`src/rtl/fifo_controller_pkg.sv`:
```
// Shared helpers for the FIFO controller slice.
// Pointer wrap is an explicit compare because the depth need not be a power of two.
package fifo_controller_pkg;

  function automatic bit isLastSlot(input int value, input int memSize);
    return (value == memSize - 1);
  endfunction

endpackage

```
`src/rtl/wrap_counter.sv`:
```
// Address pointer that counts 0..MEM_SIZE-1 and wraps back to 0.
module wrap_counter
  import fifo_controller_pkg::*;
#(
  parameter int ADDR_WIDTH = 8,
  parameter int MEM_SIZE   = 7
) (
  input  logic                  Clock,
  input  logic                  iReset_n,
  input  logic                  iInc,
  output logic [ADDR_WIDTH-1:0] oValue
);

  logic atLast;

  assign atLast = isLastSlot(32'(oValue), MEM_SIZE);

  always_ff @(posedge Clock or negedge iReset_n) begin
    if (!iReset_n) begin
      oValue <= '0;
    end else if (iInc) begin
      oValue <= atLast ? '0 : oValue + 1'b1;
    end
  end

endmodule

```
`src/rtl/fifo_controller.sv`:
```
// FIFO controller driving a registered-read dual-port memory: pointers, occupancy,
// threshold flags and sticky overflow/underflow errors.
module fifo_controller
  import fifo_controller_pkg::*;
#(
  parameter int DATA_WIDTH   = 6,
  parameter int ADDR_WIDTH   = 8,
  parameter int MEM_SIZE     = 7,
  parameter int ALMOST_FULL  = 5,
  parameter int ALMOST_EMPTY = 2
) (
  input  logic                  Clock,
  input  logic                  iReset_n,
  input  logic                  iPush,
  input  logic [DATA_WIDTH-1:0] iData,
  input  logic                  iPop,
  input  logic [DATA_WIDTH-1:0] iMemData,
  output logic                  oWriteEnable,
  output logic [ADDR_WIDTH-1:0] oWriteAddress,
  output logic [DATA_WIDTH-1:0] oWriteData,
  output logic                  oReadEnable,
  output logic [ADDR_WIDTH-1:0] oReadAddress,
  output logic [DATA_WIDTH-1:0] oData,
  output logic                  oValid,
  output logic                  oFull,
  output logic                  oEmpty,
  output logic                  oAlmostFull,
  output logic                  oAlmostEmpty,
  output logic [ADDR_WIDTH:0]   oCount,
  output logic                  oOverflow,
  output logic                  oUnderflow
);

  localparam logic [ADDR_WIDTH:0] FullCount        = (ADDR_WIDTH + 1)'(MEM_SIZE);
  localparam logic [ADDR_WIDTH:0] AlmostFullCount  = (ADDR_WIDTH + 1)'(ALMOST_FULL);
  localparam logic [ADDR_WIDTH:0] AlmostEmptyCount = (ADDR_WIDTH + 1)'(ALMOST_EMPTY);

  logic [ADDR_WIDTH:0] count;
  logic                pushOk;
  logic                popOk;

  // Gating on the current flags resolves the full/empty push+pop corner cases.
  assign pushOk = iPush & ~oFull;
  assign popOk  = iPop & ~oEmpty;

  assign oFull        = (count == FullCount);
  assign oEmpty       = (count == '0);
  assign oAlmostFull  = (count >= AlmostFullCount);
  assign oAlmostEmpty = (count <= AlmostEmptyCount);
  assign oCount       = count;

  assign oWriteEnable = pushOk;
  assign oWriteData   = iData;
  assign oReadEnable  = popOk;
  assign oData        = iMemData;

  wrap_counter #(
    .ADDR_WIDTH(ADDR_WIDTH),
    .MEM_SIZE  (MEM_SIZE)
  ) writePointer (
    .Clock   (Clock),
    .iReset_n(iReset_n),
    .iInc    (pushOk),
    .oValue  (oWriteAddress)
  );

  wrap_counter #(
    .ADDR_WIDTH(ADDR_WIDTH),
    .MEM_SIZE  (MEM_SIZE)
  ) readPointer (
    .Clock   (Clock),
    .iReset_n(iReset_n),
    .iInc    (popOk),
    .oValue  (oReadAddress)
  );

  always_ff @(posedge Clock or negedge iReset_n) begin
    if (!iReset_n) begin
      count      <= '0;
      oValid     <= 1'b0;
      oOverflow  <= 1'b0;
      oUnderflow <= 1'b0;
    end else begin
      if (pushOk && !popOk) begin
        count <= count + 1'b1;
      end else if (popOk && !pushOk) begin
        count <= count - 1'b1;
      end
      oValid <= popOk;
      if (iPush && oFull) begin
        oOverflow <= 1'b1;
      end
      if (iPop && oEmpty) begin
        oUnderflow <= 1'b1;
      end
    end
  end

endmodule

```
`config.mk`:
```
export PLATFORM = sky130hd
export DESIGN_NAME = fifo_controller
export DESIGN_NICKNAME = d
export VERILOG_FILES = /design/src/rtl/fifo_controller_pkg.sv /design/src/rtl/wrap_counter.sv /design/src/rtl/fifo_controller.sv
export SDC_FILE = /design/constraint.sdc
export NUM_CORES = 1
export LEC_CHECK = 0
export CORE_ASPECT_RATIO = 0.6
export CORE_MARGIN = 2
export CORE_UTILIZATION = 29
export DETAILED_ROUTE_END_ITERATION = 10
export SLEW_MARGIN = 30
export SYNTH_ARGS = -nofsm -noshare
export SYNTH_HDL_FRONTEND = slang
export SYNTH_SLANG_ARGS = --single-unit
```
`constraint.sdc`:
```
create_clock -name Clock -period 6.8 [get_ports Clock]
set_input_delay 1.36 -clock Clock [delete_from_list [all_inputs] [get_ports Clock]]
set_output_delay 1.36 -clock Clock [all_outputs]
set_load 0.01 [all_outputs]
```
==> impl_results.md <==
- Outcome: complete, no violations
- Synth area leader: dfrtp_1
- WP data arrival: ~2.9 ns
- Tmin final: about 4.3 ns
- Synth top area share: about two fifths
- Fin util: 36.6%
- Pre-antenna DRT Iters: 4
- Min-Delay Path Depth: 1
- Power density cells: around 440 mW/mm2
- Async set-reset flop share out of synthesis: between 90% and 100%
- RSZ-0062 raised after global routing: no
- Startpoint Class: input port
- Cell count after synthesis: between 150 and 200
- IO buf count: 37
- Ranking of synthesized cells by area: dfrtp_1 38%, ha_1 8.2%, buf_4 4.9%, xnor2_1 3.8%, nand2_1 3.7%
- Critical R2R Launch: oCount[4]
- PostCTS Resize Cnt: 0
- Hold worst-path end: oUnderflow
- P_leak: roughly 0.00096 uW
- Core box area: roughly 0.006 mm2
- Synth Area per Inst: 9.75 um2
- Final Max Tran Viols: 0
- Antenna cells: 0
- Top_reg_cell synth: dfrtp_1
- Ports: between 60 and 70
- Number of synthesized register bits: 28
- R2R setup slack: 3.24 ns
- Slew HR: a little under three fifths
- Vias in the first global route: roughly 1,300
- Root Driver: clkbuf_8
- Setup bufs post-CTS: 0
- Iteration-0 DRC Markers: between 70 and 80
- Post-layout net count: ~240
- Crit path kind: in2out
- Cts hold-fix bufs: 0
- Sum Neg Setup Slack: 0 ns
- Initial antenna violation count: 0
- Largest net degree at the start of global routing: 29
- CTS Buffer Depth: 2
- Fill cell count: about 630
- Clk_lat worst skew: approximately 0.27 ns
- Worst-path clk slew: roughly 0.090 ns
- Post-synthesis cell area: roughly 0.0018 mm2
- # clock sinks: 28
- Gr usage total: 12.0%
- Share of layout cells above drive strength 1: under 10%
- Worst EP required: 5.44 ns
- Die height: between 60 and 70 um
- DRC: 0
- Yosys warns: 0
- Routed len/inst: around 13 um
- Vias per cell: between 4 and 5
- Worst Clk Skew: 0.00458 ns
- Starting Density: 30.0%
- Max Clk Rate: between 0.2 and 0.25 GHz
- Post-Syn Nets: approximately 220
- HP Class: reg2reg
- Die Width: 107 um
- Final ANT Viol Nets: 0
- Cell variety after synth: 46
- H-tree levels: 1
- CP Capture Type: primary output
- Hold Crit Start: oUnderflow
- Cell Rows: 22
- Final setup vio count: 0
- Worst hold margin: 0.473 ns
- Via count: between 1,000 and 1,500
- Post-synth EDFFs: 0
- Max capacitance violation total: 0
- Final worst-path cycle share: between 60% and 70%
- Peak supply drop: ~0.14 mV
- Reg2reg end: oCount[8]
- Final Hold Fails: 0
- Die Area: about 0.0070 mm2
- Gpl congestion: approximately 0.8
- Measured slew at the worst slew-check pin: roughly 0.66 ns
- Reg2Reg Depth: 10
- Hpwl dp: 3.03 mm
- Critical-path maximum fanout: 8
- Global route overflow: 0
- Seq/Total Area, Yosys: 38.2%
- CTS tree: done
- Inserted Clock Buffers: 3
- Routed wire length: roughly 4.0 mm
- Layout area overhead: 22.0%
- First-pass GRT wire length: 6.60 mm
-- worst max path at each step --
stage          start           to  slack, ns  cells after the start
2_1_floorplan  iPush    oCount[8]       3.20                     10
3_3_place_gp   iPush    oCount[8]       2.53                     11
3_5_place_dp   iPush    oCount[8]       2.47                     11
4_1_cts         iPop  oReadEnable       2.55                      5
5_1_grt         iPop  oReadEnable       2.45                      5
6_report        iPop  oReadEnable       2.54                      5
-- area by class of cell --
type	instances	area, um2	area share (%)
Inverter	13	48.8	2.18
Tap cell	84	105	4.70
Multi-Input combinational cell	131	963	43.1
Sequential cell	28	701	31.3
Timing Repair Buffer	38	378	16.9
Clock buffer	3	41.3	1.85
-- stage by stage --
step	cell area (um2)	worst slack, ns	instances	total power (uW)
floorplan	1830	3.20	188	682
global placement	2200	2.53	294	894
detailed placement	2200	2.47	294	896
CTS	2240	2.55	297	991
global route	2240	2.45	297	1070
finish	2240	2.54	297	985
-- cell usage in the layout, fill, tap and decap left out, types with 2 or more instances in the layout --
| master | count |
|---|---|
| clkdlybuf4s50_1 | 37 |
| dfrtp_1 | 28 |
| nand2_1 | 18 |
| inv_1 | 13 |
| nor2_1 | 12 |
| o21ai_0 | 12 |
| ha_1 | 12 |
| xnor2_1 | 8 |
| a21oi_1 | 6 |
| xor2_1 | 6 |
| nor3_1 | 6 |
| nand3_1 | 5 |
| a21o_1 | 4 |
| o211ai_1 | 3 |
| a211oi_1 | 3 |
| o21a_1 | 3 |
| or3_1 | 3 |
| clkbuf_8 | 3 |
| nor4_1 | 2 |
| and3_1 | 2 |
| nand4_1 | 2 |
-- power breakdown --
| part | switching [uW] | leakage [uW] | internal (uW) | total (uW) |
|---|---|---|---|---|
| logic | 263 | 0.000582 | 288 | 552 |
| registers | 112 | 0.000352 | 232 | 344 |
| clock network | 49.1 | 0.0000216 | 39.7 | 88.8 |
-- kinds of logic after synthesis --
logic type | count (synthesis) | share of synthesized area [%]
and+or+nand+nor | 61 | 18.9
adders and majority gates | 13 | 9.28
buffers and inverters | 29 | 9.22
muxes | 2 | 1.43
DFF | 28 | 38.2
AOI/OAI and AO/OA | 41 | 16.2
xor gates and xnor gates | 14 | 6.69
-- registers in the layout, indices dropped and copies added, names as in the netlist --
name	flops
writePointer.oValue	8
readPointer.oValue	8
oOverflow	1
oValid	1
oUnderflow	1
oCount	9
-- per-layer routing --
layer  GRT usage [%]  up-vias  wire length (um)
met4            1.79        0                29
li1                -      702                 -
met2            15.1       38              1460
met5               0        -                 0
met1            19.4      651              2280
met3            3.97        6               222
-- critical path, stage by stage --
cell,delay (ns)
clkdlybuf4s50_1,0.48
inv_1,0.05
a41o_1,0.33
inv_1,0.14
clkdlybuf4s50_1,0.54
-- Yosys cell counts (2+ instances only) --
master,number
dfrtp_1,28
nand2_1,18
inv_1,13
buf_4,12
ha_1,12
nor2_1,12
o21ai_0,12
xnor2_1,8
a21oi_1,6
nor3_1,6
xor2_1,6
nand3_1,5
a21o_1,4
a211oi_1,3
o211ai_1,3
o21a_1,3
or3_1,3
and3_1,2
buf_6,2
clkbuf_1,2
nand4_1,2
nor4_1,2
(Power assumes the default switching activity.)
